<file path="config.mk">
export PLATFORM = sky130hd
export DESIGN_NAME = branch_delay_ctrl_flat
export DESIGN_NICKNAME = d
export VERILOG_FILES = /design/src/rtl/mips_ctrl_pkg.sv /design/src/rtl/branch_delay_ctrl_if.sv /design/src/rtl/branch_target_calc.sv /design/src/rtl/branch_delay_ctrl.sv /design/src/flat_wrapper.sv
export SDC_FILE = /design/constraint.sdc
export NUM_CORES = 1
export LEC_CHECK = 0
export CAP_MARGIN = 15
export CORE_MARGIN = 2
export CORE_UTILIZATION = 43
export CTS_CLUSTER_SIZE = 10
export DETAILED_ROUTE_END_ITERATION = 12
export PLACE_DENSITY = 0.77
export REMOVE_ABC_BUFFERS = 1
export SYNTH_ARGS = -nofsm -noshare
export SYNTH_HDL_FRONTEND = slang
export SYNTH_SLANG_ARGS = --single-unit
</file>
<file path="constraint.sdc">
create_clock -name clk -period 2.4 [get_ports clk]
set_input_delay 0.48 -clock clk [delete_from_list [all_inputs] [get_ports clk]]
set_output_delay 0.48 -clock clk [all_outputs]
set_load 0.05 [all_outputs]
</file>
<file path="src/rtl/mips_ctrl_pkg.sv">
// mips_ctrl_pkg: shared state/kind types and constants for MIPS control-transfer sequencing
package mips_ctrl_pkg;
  typedef enum logic [1:0] {IDLE, SLOT, REDIRECT, NULLIFY} state_t;
  typedef enum logic [1:0] {KIND_BRANCH, KIND_JUMP, KIND_JR} kind_t;
  localparam logic [31:0] PC_INC = 32'd4;
  localparam logic [31:0] LINK_OFFSET = 32'd8;
  localparam logic [4:0] LINK_REG_DEFAULT = 5'd31;
endpackage

</file>
<file path="src/rtl/branch_delay_ctrl_if.sv">
// branch_delay_ctrl_if: decode/comparator inputs and fetch/regfile outputs of branch_delay_ctrl
interface branch_delay_ctrl_if;
  logic stall, dec_valid, dec_is_branch, dec_is_jump, dec_is_jr, dec_link, dec_likely, cmp_taken;
  logic [4:0] dec_link_rd;
  logic [31:0] dec_pc, dec_rs_val;
  logic [15:0] dec_imm;
  logic [25:0] dec_target26;
  logic redirect_valid, link_we, nullify, busy;
  logic [31:0] redirect_pc, link_value;
  logic [4:0] link_reg;
  modport master(
    output stall, dec_valid, dec_is_branch, dec_is_jump, dec_is_jr, dec_link, dec_likely, cmp_taken,
           dec_link_rd, dec_pc, dec_rs_val, dec_imm, dec_target26,
    input redirect_valid, redirect_pc, link_we, link_reg, link_value, nullify, busy
  );
  modport slave(
    input stall, dec_valid, dec_is_branch, dec_is_jump, dec_is_jr, dec_link, dec_likely, cmp_taken,
          dec_link_rd, dec_pc, dec_rs_val, dec_imm, dec_target26,
    output redirect_valid, redirect_pc, link_we, link_reg, link_value, nullify, busy
  );
endinterface

</file>
<file path="src/rtl/branch_target_calc.sv">
// branch_target_calc: combinational target address for branch, J-type and register jumps
module branch_target_calc import mips_ctrl_pkg::*; (
  input  logic [31:0] pc,
  input  logic [15:0] imm,
  input  logic [25:0] target26,
  input  logic [31:0] rs_val,
  input  kind_t       kind,
  output logic [31:0] target
);
  logic [31:0] pc4;
  assign pc4 = pc + PC_INC;
  always_comb target = kind == KIND_JR ? rs_val :
                       kind == KIND_JUMP ? {pc4[31:28], target26, 2'b00} :
                       pc4 + {{14{imm[15]}}, imm, 2'b00};
endmodule

</file>
<file path="src/rtl/branch_delay_ctrl.sv">
// branch_delay_ctrl: delay-slot sequencing, registered PC redirect and link writeback.
// Define BRANCH_LIKELY_EN to squash the delay slot of untaken branch-likely instructions.
module branch_delay_ctrl import mips_ctrl_pkg::*; #(
  parameter logic [31:0] RESET_PC = 32'hBFC00000,
  parameter logic [4:0]  LINK_REG = LINK_REG_DEFAULT
) (
  input logic clk,
  input logic reset,
  branch_delay_ctrl_if.slave bus
);
  state_t state, state_n;
  kind_t kind;
  logic [31:0] target, target_q;
  logic issue, accept, taken, likely_miss;
  assign issue = bus.dec_valid & ~bus.stall;
  assign accept = (state == IDLE) & issue;
  assign taken = bus.dec_is_jump | bus.dec_is_jr | (bus.dec_is_branch & bus.cmp_taken);
  assign kind = bus.dec_is_jr ? KIND_JR : bus.dec_is_jump ? KIND_JUMP : KIND_BRANCH;
`ifdef BRANCH_LIKELY_EN
  assign likely_miss = bus.dec_is_branch & bus.dec_likely & ~bus.cmp_taken;
`else
  logic unused;
  assign unused = bus.dec_likely;
  assign likely_miss = 1'b0;
`endif
  branch_target_calc u_calc (
    .pc(bus.dec_pc),
    .imm(bus.dec_imm),
    .target26(bus.dec_target26),
    .rs_val(bus.dec_rs_val),
    .kind(kind),
    .target(target)
  );
  always_ff @(posedge clk or posedge reset)
    if (reset) begin
      state <= IDLE;
      target_q <= '0;
      bus.link_we <= 1'b0;
      bus.link_reg <= '0;
      bus.link_value <= '0;
    end else begin
      state <= state_n;
      bus.link_we <= accept & bus.dec_link;
      if (accept) target_q <= target;
      if (accept & bus.dec_link) begin
        bus.link_reg <= bus.dec_is_jr ? bus.dec_link_rd : LINK_REG;
        bus.link_value <= bus.dec_pc + LINK_OFFSET;
      end
    end
  // The delay-slot instruction is only counted here, never decoded as control.
  always_comb begin
    state_n = state;
    case (state)
      IDLE:     state_n = accept ? (taken ? SLOT : likely_miss ? NULLIFY : IDLE) : IDLE;
      SLOT:     state_n = issue ? REDIRECT : SLOT;
      REDIRECT: state_n = bus.stall ? REDIRECT : IDLE;
      NULLIFY:  state_n = issue ? IDLE : NULLIFY;
    endcase
  end
  always_comb begin
    bus.redirect_valid = state == REDIRECT;
    bus.redirect_pc = state == REDIRECT ? target_q : RESET_PC;
    bus.busy = state != IDLE;
`ifdef BRANCH_LIKELY_EN
    bus.nullify = (state == NULLIFY) & issue;
`else
    bus.nullify = 1'b0;
`endif
  end
endmodule

</file>
<file path="src/flat_wrapper.sv">
// flat-port wrapper written by rule: the top's interface ports become plain ports
module branch_delay_ctrl_flat import mips_ctrl_pkg::*;
#(
  parameter logic [31:0] RESET_PC = 32'hBFC00000,
  parameter logic [4:0]  LINK_REG = LINK_REG_DEFAULT
)
  (clk, reset, bus_stall, bus_dec_valid, bus_dec_is_branch, bus_dec_is_jump, bus_dec_is_jr, bus_dec_link, bus_dec_likely, bus_cmp_taken, bus_dec_link_rd, bus_dec_pc, bus_dec_rs_val, bus_dec_imm, bus_dec_target26, bus_redirect_valid, bus_redirect_pc, bus_link_we, bus_link_reg, bus_link_value, bus_nullify, bus_busy);
  branch_delay_ctrl_if bus_i ();
  input logic clk;
  input logic reset;
  input wire logic [$bits(bus_i.stall)-1:0] bus_stall;
  input wire logic [$bits(bus_i.dec_valid)-1:0] bus_dec_valid;
  input wire logic [$bits(bus_i.dec_is_branch)-1:0] bus_dec_is_branch;
  input wire logic [$bits(bus_i.dec_is_jump)-1:0] bus_dec_is_jump;
  input wire logic [$bits(bus_i.dec_is_jr)-1:0] bus_dec_is_jr;
  input wire logic [$bits(bus_i.dec_link)-1:0] bus_dec_link;
  input wire logic [$bits(bus_i.dec_likely)-1:0] bus_dec_likely;
  input wire logic [$bits(bus_i.cmp_taken)-1:0] bus_cmp_taken;
  input wire logic [$bits(bus_i.dec_link_rd)-1:0] bus_dec_link_rd;
  input wire logic [$bits(bus_i.dec_pc)-1:0] bus_dec_pc;
  input wire logic [$bits(bus_i.dec_rs_val)-1:0] bus_dec_rs_val;
  input wire logic [$bits(bus_i.dec_imm)-1:0] bus_dec_imm;
  input wire logic [$bits(bus_i.dec_target26)-1:0] bus_dec_target26;
  output wire logic [$bits(bus_i.redirect_valid)-1:0] bus_redirect_valid;
  output wire logic [$bits(bus_i.redirect_pc)-1:0] bus_redirect_pc;
  output wire logic [$bits(bus_i.link_we)-1:0] bus_link_we;
  output wire logic [$bits(bus_i.link_reg)-1:0] bus_link_reg;
  output wire logic [$bits(bus_i.link_value)-1:0] bus_link_value;
  output wire logic [$bits(bus_i.nullify)-1:0] bus_nullify;
  output wire logic [$bits(bus_i.busy)-1:0] bus_busy;
  assign bus_i.stall = bus_stall;
  assign bus_i.dec_valid = bus_dec_valid;
  assign bus_i.dec_is_branch = bus_dec_is_branch;
  assign bus_i.dec_is_jump = bus_dec_is_jump;
  assign bus_i.dec_is_jr = bus_dec_is_jr;
  assign bus_i.dec_link = bus_dec_link;
  assign bus_i.dec_likely = bus_dec_likely;
  assign bus_i.cmp_taken = bus_cmp_taken;
  assign bus_i.dec_link_rd = bus_dec_link_rd;
  assign bus_i.dec_pc = bus_dec_pc;
  assign bus_i.dec_rs_val = bus_dec_rs_val;
  assign bus_i.dec_imm = bus_dec_imm;
  assign bus_i.dec_target26 = bus_dec_target26;
  assign bus_redirect_valid = bus_i.redirect_valid;
  assign bus_redirect_pc = bus_i.redirect_pc;
  assign bus_link_we = bus_i.link_we;
  assign bus_link_reg = bus_i.link_reg;
  assign bus_link_value = bus_i.link_value;
  assign bus_nullify = bus_i.nullify;
  assign bus_busy = bus_i.busy;
  branch_delay_ctrl #(.RESET_PC(RESET_PC), .LINK_REG(LINK_REG)) u_core (.clk(clk), .reset(reset), .bus(bus_i));
endmodule
</file>
==> metrics.md <==
| Metric | Value |
|---|---|
| Critical R2R Launch | u_core.state[0] |
| Number of global-route vias before repair | 7727 |
| Die extent in x | 123.4 um |
| VDD IR max | 0.7367 mV |
| Drc violations | 0 |
| Tot Pwr | 8303 uW |
| Worst reg-to-reg setup slack | 0.37 ns |
| Post-route setup slack | -1.195 ns |
| Antenna violations before repair | 0 |
| Total CTS buffers | 9 |
| Syn avg cell area | slightly below 8 sq um |
| Ys Warns | 0 |
| Fin crit share | 149.8% |
| Max-slew violation count | 0 |
| CTS root buf | clkbuf_16 |
| Register area share after synthesis | approximately 29% |
| CP Class | input port to register |
| Slew headroom | ~45% |
| Post-synth EDFFs | 0 |
| Core Region | 13880 sq um |
| PD cells | just over 700 nW/um^2 |
| Worst-Skew Late Latency | 0.36 ns |
| Clock buffer depth | 2 |
| Final core utilization | 83.04% |
| GRT Total Usage | between 30% and 40% |
| Primary FF master, synth | dfrtp_1 |
| Wire per inst | roughly 25 um |
| Worst Skew | 0.005225 ns |
| Die extent in y | 123.4 um |
| Vias per cell | 6.401 |
| TritonCTS Sinks | 72 |
| Largest net degree at the start of global routing | 73 |
| IO Port Bufs | about 190 |
| Crit-path cells | buf_8 -> ha_4 -> nand4_1 -> nor2_4 -> buf_4 -> nand3_2 -> xnor2_1 -> ha_1 -> a21oi_1 -> o21ai_1 -> a21oi_2 -> a21oi_1 -> or3_1 -> a21oi_2 -> o21ai_1 |
| Pleak | roughly 0.0051 uW |
| Initial core utilization | 44.19% |
| Antenna diodes | 0 |
| Post-DP HPWL | 16010 um |
| Status | finished, violations left |
| Min-delay src | u_core.target_q[4] |
| Worst R2R End | u_core.bus.link_value[7] |
| Layout fillers | 706 |
| Yosys reg bits | 72 |
| Crit-path max cell delay | 0.56 ns |
| Final setup viols | 26 |
| R2R cell count | 7 |
| CP Launch Type | input port |
| Peak fanout along the critical path | 4 |
| Mapped Cells | 777 |
| Max Cap Viol | 0 |
| Row cnt | 43 |
| CTS tree | done |
| Area of the multi-input gates | 5314 sq um |
| Critical Path End Type | register |
| First drt pass iteration count | 6 |
| H-tree depth | 3 |
| Setup TNS | -19.48 ns |
| Die area | 15240 sq um |
| Tmin final | 3.595 ns |
| CP Data Required Time | 2.64 ns |
| Post-CTS Hold Buffers | 0 |
| RePlAce Congestion | 0.9260 |
| Fmax | 0.2782 GHz |
| Worst slew pin tran | between 0.8 and 0.9 ns |
| NumNets Final | 1331 |
| Synth unique cells | 58 |
| Worst Setup SP | bus_dec_pc[3] |
| First-pass GRT wire length | 40250 um |
| Critical Path AT | 3.83 ns |
| Highest-delay cell along the critical path | a21oi_1 |
| Worst hold path type | register to register |
| Worst Hold Path EP | u_core.target_q[4] |
| Final hold violation count | 0 |
| Async SR Flop Fraction | 100.0% |
| Layout cells sized above 1 | 40.92% |
| Final wirelength | 34530 um |
| Grt total ovfl | 0 |
| Number of DRC violations after detailed-routing iteration 0 | 1190 |
| RSZ-0062 raised after global routing | true |
| DRT antenna net count | 0 |
| Area added between synthesis and finish | 87.94% |
| Failing checks | negative setup slack |
| I/O pins | 194 |
| Via count | 8693 |
| Hold depth | 2 |
| Synthesized area | 6133 sq um |
| Clk slew on worst S/H paths | 0.06 ns |
| Register Area | around 1800 sq um |
layout by cell type (no fill, tap or decap), types with 10 or more instances in the layout:
cell,count
nand2_1,63
clkdlybuf4s50_1,131
xor2_1,20
buf_6,27
inv_1,17
a21o_1,22
a21oi_2,15
o21ai_1,23
ha_1,13
o211ai_1,11
nand2b_1,14
ha_4,17
and2_1,23
xnor2_2,16
buf_4,236
xnor2_1,23
dfrtp_1,72
nor2_1,69
o21ai_2,10
o21ai_0,31
a21oi_1,48
nand4_1,21
synthesized netlist by cell type (all sizes together), types with 2 or more instances:
library cell / n / area [sq um]
or2: 9 / 56.31
a31oi: 7 / 58.81
and2: 27 / 168.9
buf: 13 / 63.81
nand2: 72 / 270.3
xor2: 29 / 254.0
nand2b: 14 / 87.58
clkbuf: 31 / 116.4
nor3: 9 / 45.04
ha: 35 / 437.9
o21ai: 68 / 340.3
a2111oi: 2 / 23.77
and4: 4 / 35.03
a222oi: 2 / 20.02
nand4: 21 / 131.4
a21oi: 70 / 354.1
mux2i: 8 / 80.08
o211ai: 11 / 82.58
o31ai: 2 / 15.01
and3: 13 / 81.33
nor4: 3 / 31.28
or3: 5 / 31.28
o21a: 8 / 60.06
a221o: 3 / 30.03
nor2b: 5 / 31.28
nor2: 86 / 322.8
inv: 18 / 67.56
o21bai: 4 / 30.03
a221oi: 3 / 26.28
a211oi: 8 / 60.06
mux2: 5 / 56.30
o311ai: 2 / 17.52
dfrtp: 72 / 1802
a21o: 22 / 165.2
xnor2: 43 / 384.1
nand3: 23 / 115.1
a22o: 4 / 35.03
nor3b: 3 / 22.52
o22ai: 3 / 18.77
cell families (layout without fill, tap and decap cells):
family,Yosys count,count (layout),share of synthesized area (%)
AO/OA/AOI/OAI,225,225,22.83
flip-flops,72,72,29.38
other,1,1,0.06114
AND/OR/NAND/NOR,296,296,23.60
buffers and inverters,62,463,4.039
multiplexers,13,13,2.224
XOR/XNOR,72,72,10.40
adder cells (fa/ha/maj),36,36,7.466
per-stage QoR:
stage	hold slack [ns]	instance area (sq um)	worst slack, ns	std cells
floorplan	0.4402	5953	-0.9598	733
global placement	0.4528	9517	-1.584	1291
detailed placement	0.4577	9517	-1.607	1291
CTS	0.4751	10730	-0.5472	1335
global route	0.4937	11530	-1.277	1358
finish	0.4720	11530	-1.195	1358
layout make-up:
type / instances / share of cell area (%)
Tap cell: 180 / 1.954
Timing Repair Buffer: 430 / 32.93
Clock buffer: 12 / 2.225
Sequential cell: 72 / 15.63
Multi-Input combinational cell: 643 / 46.10
Clock inverter: 3 / 0.5644
Inverter: 18 / 0.5970
worst max-delay path by stage:
stage,end,cells past startpoint
2_1_floorplan,u_core.target_q[18],14
3_3_place_gp,u_core.target_q[26],14
3_5_place_dp,u_core.target_q[24],18
4_1_cts,u_core.target_q[21],15
5_1_grt,u_core.target_q[24],16
6_report,u_core.target_q[26],15
critical path: cells and delay by family:
kind,cells,cell delay (ns)
AO/OA/AOI/OAI,6,1.38
AND/OR/NAND/NOR,4,0.97
adder cells (fa/ha/maj),2,0.56
buffers and inverters,2,0.26
XOR/XNOR,1,0.17
metal layers:
| metal | vias to the layer above | routed length, um | global-route usage [%] |
|---|---|---|---|
| met2 | 837 | 14770 | 55.15 |
| li1 | 3540 | - | - |
| met1 | 3980 | 11820 | 42.44 |
| met5 | - | 0 | 0 |
| met3 | 336 | 4519 | 6.042 |
| met4 | 0 | 3423 | 21.66 |
where the power goes:
group	switching, uW	leakage (uW)	internal, uW
logic	2870	0.00406	1870
registers	306	0.000840	1740
clock network	550	0.000159	960
what timing repair did:
| action | CTS | global route |
|---|---|---|
| pin swaps | 120 | 98 |
| endpoints found under the setup margin | 27 | 28 |
| buffers inserted | 33 | 30 |
| gates resized for setup | 221 | 129 |
(Power assumes the default switching activity.)
